## config.mk

```make
export PLATFORM = sky130hd
export DESIGN_NAME = booth_r4_seq_mul_flat
export DESIGN_NICKNAME = d
export VERILOG_FILES = /design/src/rtl/booth_r4_seq_mul_if.sv /design/src/rtl/booth_r4_seq_mul.sv /design/src/flat_wrapper.sv
export SDC_FILE = /design/constraint.sdc
export NUM_CORES = 1
export LEC_CHECK = 0
export CORE_MARGIN = 2
export CORE_UTILIZATION = 40
export DETAILED_ROUTE_END_ITERATION = 8
export HOLD_SLACK_MARGIN = 0.08
export PLACE_DENSITY = 0.57
export RECOVER_POWER = 100
export SYNTH_ARGS = -nofsm -noshare
export SYNTH_HDL_FRONTEND = slang
export SYNTH_SLANG_ARGS = --single-unit
export TNS_END_PERCENT = 20
```

## constraint.sdc

```tcl
create_clock -name clk -period 18.6 [get_ports clk]
set_clock_uncertainty 0.1 [all_clocks]
set_input_delay 2.79 -clock clk [delete_from_list [all_inputs] [get_ports clk]]
set_output_delay 2.79 -clock clk [all_outputs]
set_load 0.05 [all_outputs]
```

## src/rtl/booth_r4_seq_mul_if.sv

```systemverilog
// Operand/result handshake bundle for the iterative radix-4 Booth multiplier.
// The master issues operands and consumes products; the slave is the multiplier.
interface booth_r4_seq_mul_if #(
  parameter int LOGQ = 64
);
  logic [LOGQ-1:0]   in_a;
  logic [LOGQ-1:0]   in_b;
  logic              in_signed;
  logic              in_valid;
  logic              in_ready;
  logic [2*LOGQ-1:0] out_c;
  logic              out_valid;
  logic              out_ready;

  modport master (
    output in_a, in_b, in_signed, in_valid, out_ready,
    input  in_ready, out_c, out_valid
  );

  modport slave (
    input  in_a, in_b, in_signed, in_valid, out_ready,
    output in_ready, out_c, out_valid
  );
endinterface

```

## src/rtl/booth_r4_seq_mul.sv

```systemverilog
// Iterative radix-4 Booth multiplier: one Booth digit per clock, LOGQ/2+1 digits
// per product, valid/ready handshakes on operands and result.
module booth_r4_seq_mul #(
  parameter int LOGQ = 64
) (
  input logic               clk,
  input logic               rst,
  booth_r4_seq_mul_if.slave bus
);
  localparam int N     = LOGQ / 2 + 1;
  localparam int EXT_W = LOGQ + 2;
  localparam int ACC_W = 2 * LOGQ + 4;
  localparam int CNT_W = $clog2(N);

  typedef enum logic [1:0] {
    IDLE,
    RUN,
    DONE
  } state_e;

  state_e            state_q, state_d;
  logic [CNT_W-1:0]  cnt_q, cnt_d;
  logic [ACC_W-1:0]  mcand_q, mcand_d;
  logic [EXT_W:0]    mplr_q, mplr_d;
  logic [ACC_W-1:0]  acc_q, acc_d;
  logic [2*LOGQ-1:0] out_c_q, out_c_d;
  logic              out_valid_q, out_valid_d;

  logic [EXT_W-1:0]  a_ext, b_ext;
  logic [ACC_W-1:0]  pp;
  logic              last_digit;

  // Operands are widened by two bits so the unsigned case is a positive signed value.
  always_comb begin
    a_ext = bus.in_signed ? {{2{bus.in_a[LOGQ-1]}}, bus.in_a} : {2'b00, bus.in_a};
    b_ext = bus.in_signed ? {{2{bus.in_b[LOGQ-1]}}, bus.in_b} : {2'b00, bus.in_b};
  end

  // The multiplicand register already carries the 2*i weight, so no barrel shifter.
  always_comb begin
    unique case (mplr_q[2:0])
      3'b001, 3'b010: pp = mcand_q;
      3'b011:         pp = mcand_q << 1;
      3'b100:         pp = -(mcand_q << 1);
      3'b101, 3'b110: pp = -mcand_q;
      default:        pp = '0;
    endcase
  end

  always_comb begin
    // NOTE: every signal gets a hold default before the case so no latch is inferred.
    state_d     = state_q;
    cnt_d       = cnt_q;
    mcand_d     = mcand_q;
    mplr_d      = mplr_q;
    acc_d       = acc_q;
    out_c_d     = out_c_q;
    out_valid_d = out_valid_q;
    last_digit  = (cnt_q == CNT_W'(N - 1));

    unique case (state_q)
      IDLE: begin
        if (bus.in_valid) begin
          mcand_d = {{(ACC_W - EXT_W){a_ext[EXT_W-1]}}, a_ext};
          mplr_d  = {b_ext, 1'b0};
          acc_d   = '0;
          cnt_d   = '0;
          state_d = RUN;
        end
      end
      RUN: begin
        acc_d   = acc_q + pp;
        mcand_d = mcand_q << 2;
        mplr_d  = {{2{mplr_q[EXT_W]}}, mplr_q[EXT_W:2]};
        cnt_d   = cnt_q + CNT_W'(1);
        if (last_digit) begin
          out_c_d     = acc_d[2*LOGQ-1:0];
          out_valid_d = 1'b1;
          cnt_d       = '0;
          state_d     = DONE;
        end
      end
      DONE: begin
        if (bus.out_ready) begin
          out_valid_d = 1'b0;
          state_d     = IDLE;
        end
      end
      default: state_d = IDLE;
    endcase
  end

  always_ff @(posedge clk) begin
    if (rst) begin
      state_q     <= IDLE;
      cnt_q       <= '0;
      out_c_q     <= '0;
      out_valid_q <= 1'b0;
    end else begin
      state_q     <= state_d;
      cnt_q       <= cnt_d;
      out_c_q     <= out_c_d;
      out_valid_q <= out_valid_d;
    end
  end

  // NOTE: datapath registers are left unreset; they are always reloaded on acceptance.
  always_ff @(posedge clk) begin
    mcand_q <= mcand_d;
    mplr_q  <= mplr_d;
    acc_q   <= acc_d;
  end

  assign bus.in_ready  = (state_q == IDLE) && !rst;
  assign bus.out_c     = out_c_q;
  assign bus.out_valid = out_valid_q;

endmodule
```

## src/flat_wrapper.sv

```systemverilog
// flat-port wrapper written by rule: the top's interface ports become plain ports
module booth_r4_seq_mul_flat 
#(
  parameter int LOGQ = 64
)
  (clk, rst, bus_in_a, bus_in_b, bus_in_signed, bus_in_valid, bus_out_ready, bus_in_ready, bus_out_c, bus_out_valid);
  booth_r4_seq_mul_if #(.LOGQ(LOGQ)) bus_i ();
  input logic clk;
  input logic rst;
  input wire logic [$bits(bus_i.in_a)-1:0] bus_in_a;
  input wire logic [$bits(bus_i.in_b)-1:0] bus_in_b;
  input wire logic [$bits(bus_i.in_signed)-1:0] bus_in_signed;
  input wire logic [$bits(bus_i.in_valid)-1:0] bus_in_valid;
  input wire logic [$bits(bus_i.out_ready)-1:0] bus_out_ready;
  output wire logic [$bits(bus_i.in_ready)-1:0] bus_in_ready;
  output wire logic [$bits(bus_i.out_c)-1:0] bus_out_c;
  output wire logic [$bits(bus_i.out_valid)-1:0] bus_out_valid;
  assign bus_i.in_a = bus_in_a;
  assign bus_i.in_b = bus_in_b;
  assign bus_i.in_signed = bus_in_signed;
  assign bus_i.in_valid = bus_in_valid;
  assign bus_i.out_ready = bus_out_ready;
  assign bus_in_ready = bus_i.in_ready;
  assign bus_out_c = bus_i.out_c;
  assign bus_out_valid = bus_i.out_valid;
  booth_r4_seq_mul #(.LOGQ(LOGQ)) u_core (.clk(clk), .rst(rst), .bus(bus_i));
endmodule
```

==> metrics.txt <==
DRT Wirelength=126 mm; vias=32400; violated checks=max-capacitance violations, max-slew violations; first-pass GRT wire length=188 mm; layout cells sized above 1=3.87%; GRT met3 Usage=7.85%; CTS max path bufs=3; Post-Synthesis Net Count=4500; DP Area=36500 µm²; Lkg Pwr=15.1 nW; hold path cells=2; final setup vio count=0; Synth Cell Area=33300 µm²; Synthesis Warnings=0; Horiz. Die Dim=293 µm; Required @ worst endpoint=19.07 ns; Detailed Route Iter0 Violations=3918; GRT Total Usage=28.4%; max-cap check violation count=9; syn avg cell area=7.87 µm²; Final Cell Area=38400 µm²; CP max FO=60; # diodes=0; final net count=4554; top cell type's share of synthesized area=29.1%; EDFF count, synth=323; Resized Gates After CTS=0; Synth Area in XOR/XNOR=6.86%; Remaining Overflow, GRT=0; Die Ht=293 µm; #FFs+latches synth=460; core box area=82200 µm²; GR peak layer=met1; DRC errors left=0; CTS Buf Count=55; initial antenna violation count=1; met2 Use GR=40.0%; Max Clk Rate=95.6 MHz; area delta synth->final=15.1%; Avg WL per Cell=23.3 µm; Clock Latency Late Sink=0.65 ns; Clock Tree Root=clkbuf_16; CTS clk-pin slew, worst paths=0.06 ns; post-synthesis cell type count=80; compound-gate portion of the synthesized area=21.7%; starting density of the core=40.5%; RePlAce Congestion=1.02; setup_tns=0 ns; Pwr Total=4.75 mW; Synth area leader=edfxtp_1; largest family of logic cells by synthesized area=simple AND/OR/NAND/NOR gates; CP Class=flop to flop; status=complete, but fails checks; R2R depth=17; final period utilization=56.2%; htree depth=2; Vias/cell=6.00; Startpoint Class=flop; Final Critical Period=10.46 ns; relative slew slack=-189%; Worst Setup End Kind=flop; post-DP HPWL=92.5 mm; RSZ-0062 raised after global routing=no; pwr/cell area=124 nW/µm²; Die ar.=85700 µm²; ys async rst share=0%; final hold vios=0; # hold bufs at CTS=0; 1st-pass router iterations=6; CTS tree=built; worst min path class=flop to flop; TritonCTS Sinks=460; post-layout util=46.6%; Most used DFF post-synth=edfxtp_1; Synth Area in Simple Gates=24.6%; VDD IR max=0.0781 mV; met1 usage=42.7%; register area share after synthesis=37.3%; Rows=105; adder-cell share of the synthesized area=4.94%; IO buf count=262; Mapped Cells=4236; post-CTS setup buffers=0; I/O pin cnt=263; CP arrival=10.93 ns; Pins Over Slew Limit=565; multiplexer area fraction after synthesis=0.334%; vias in the first global route=29700; remaining antenna violation count after routing=0; Slew @ Worst Pin=4.34 ns; largest net degree at the start of global routing=154; largest cells by area after synthesis=edfxtp_1 29%, nand2_1 9.1%, dfxtp_1 8.2%
## cell usage after synthesis, drive strengths merged (75+ instances only)
master and number:
nor2 471, edfxtp 323, o21ai 354, xnor2 156, a21o 111, or3 75
nand2 805, clkbuf 281, xor2 105, nand4 92, nand3 83, ha 130
dfxtp 137, a22oi 96, nor3 81, a21oi 331
## worst paths after layout
path                                           from                                 end  slack (ns)
setup / recovery         u_core.mplr_q[1]$_DFFE_PP_  u_core.bus.out_c[126]$_SDFFE_PP0P_        8.14
hold / removal    u_core.bus.out_c[39]$_SDFFE_PP0P_   u_core.bus.out_c[39]$_SDFFE_PP0P_        0.36
setup reg to reg         u_core.mplr_q[1]$_DFFE_PP_  u_core.bus.out_c[126]$_SDFFE_PP0P_        8.14
hold reg to reg   u_core.bus.out_c[39]$_SDFFE_PP0P_   u_core.bus.out_c[39]$_SDFFE_PP0P_        0.36
## metrics by stage
| stage | worst slack, ns | std cells | hold WS (ns) |
|---|---|---|---|
| final | 8.14 | 5407 | 0.357 |
| after global routing | 7.53 | 5407 | 0.382 |
| after CTS | 10.62 | 5407 | 0.360 |
| after detailed placement | 10.67 | 5303 | 0.348 |
| after global placement | 10.74 | 5303 | 0.345 |
| after floorplan | 7.65 | 4236 | 0.365 |
## sequential cells by signal, summed over array words and instances (netlist names)
| name | flops |
|---|---|
| u_core.mcand_q | 128 |
| u_core.cnt_q | 6 |
| u_core.bus.out_valid | 1 |
| u_core.acc_q | 128 |
| u_core.bus.out_c | 128 |
| u_core.mplr_q | 67 |
| u_core.state_q | 2 |
## layout by cell type (no fill, tap or decap), types with 96 or more instances in the layout
cell             count
nand2_1            802
nor2_1             469
o21ai_0            352
a21oi_1            331
edfxtp_1           323
xnor2_1            155
dfxtp_1            137
dlygate4sd3_1      135
ha_1               130
clkdlybuf4s50_1    126
a21o_1             111
xor2_1             104
a22oi_1             96
## report_power, final
group          switching, mW  internal (mW)  total (mW)
Combinational           1.52          0.700        2.22
Clock                  0.478          0.656        1.13
Sequential             0.118           1.28        1.39
Total                   2.12           2.63        4.75
## critical path, stage by stage (launching register included)
cell       delay, ns
edfxtp_1        0.63
clkbuf_1        2.33
nand2_1         1.35
nor2_1          1.05
o21ai_0         0.20
o311ai_0        0.25
clkbuf_1        0.29
ha_1            0.27
nand2_1         0.17
a2111oi_0       0.61
o311ai_0        0.28
o211ai_1        0.35
a41oi_1         0.39
o31a_1          0.48
o31ai_1         0.79
a311oi_1        0.22
a2111oi_0       0.43
a31o_2          0.16
## cells by family (layout without fill, tap and decap cells)
| family | Yosys count | after routing |
|---|---|---|
| and+or+nand+nor | 1828 | 1828 |
| AOI/OAI and AO/OA | 1172 | 1172 |
| DFF | 460 | 460 |
| buffers and inverters | 373 | 474 |
| xor gates and xnor gates | 261 | 261 |
| adders and majority gates | 131 | 131 |
| muxes | 11 | 11 |
## area by class of cell
class | instances | area, µm²
clock inverters | 34 | 377
inverters | 66 | 248
well taps | 1070 | 1340
fillers | 8311 | 43900
repair buffers | 304 | 2910
flip-flops and latches | 460 | 12400
clock buffers | 70 | 1530
multi-input cells | 3403 | 19500
## routing by layer
| metal | routed length (µm) | part of all wire [%] | vias up |
|---|---|---|---|
| met1 | 58700 | 47 | 15600 |
| met3 | 13500 | 11 | 149 |
| met4 | 2750 | 2.2 | 0 |
| li1 | - | - | 15300 |
| met5 | 0 | 0 | - |
| met2 | 51100 | 41 | 1421 |
Power figures use the tool's default switching activity.
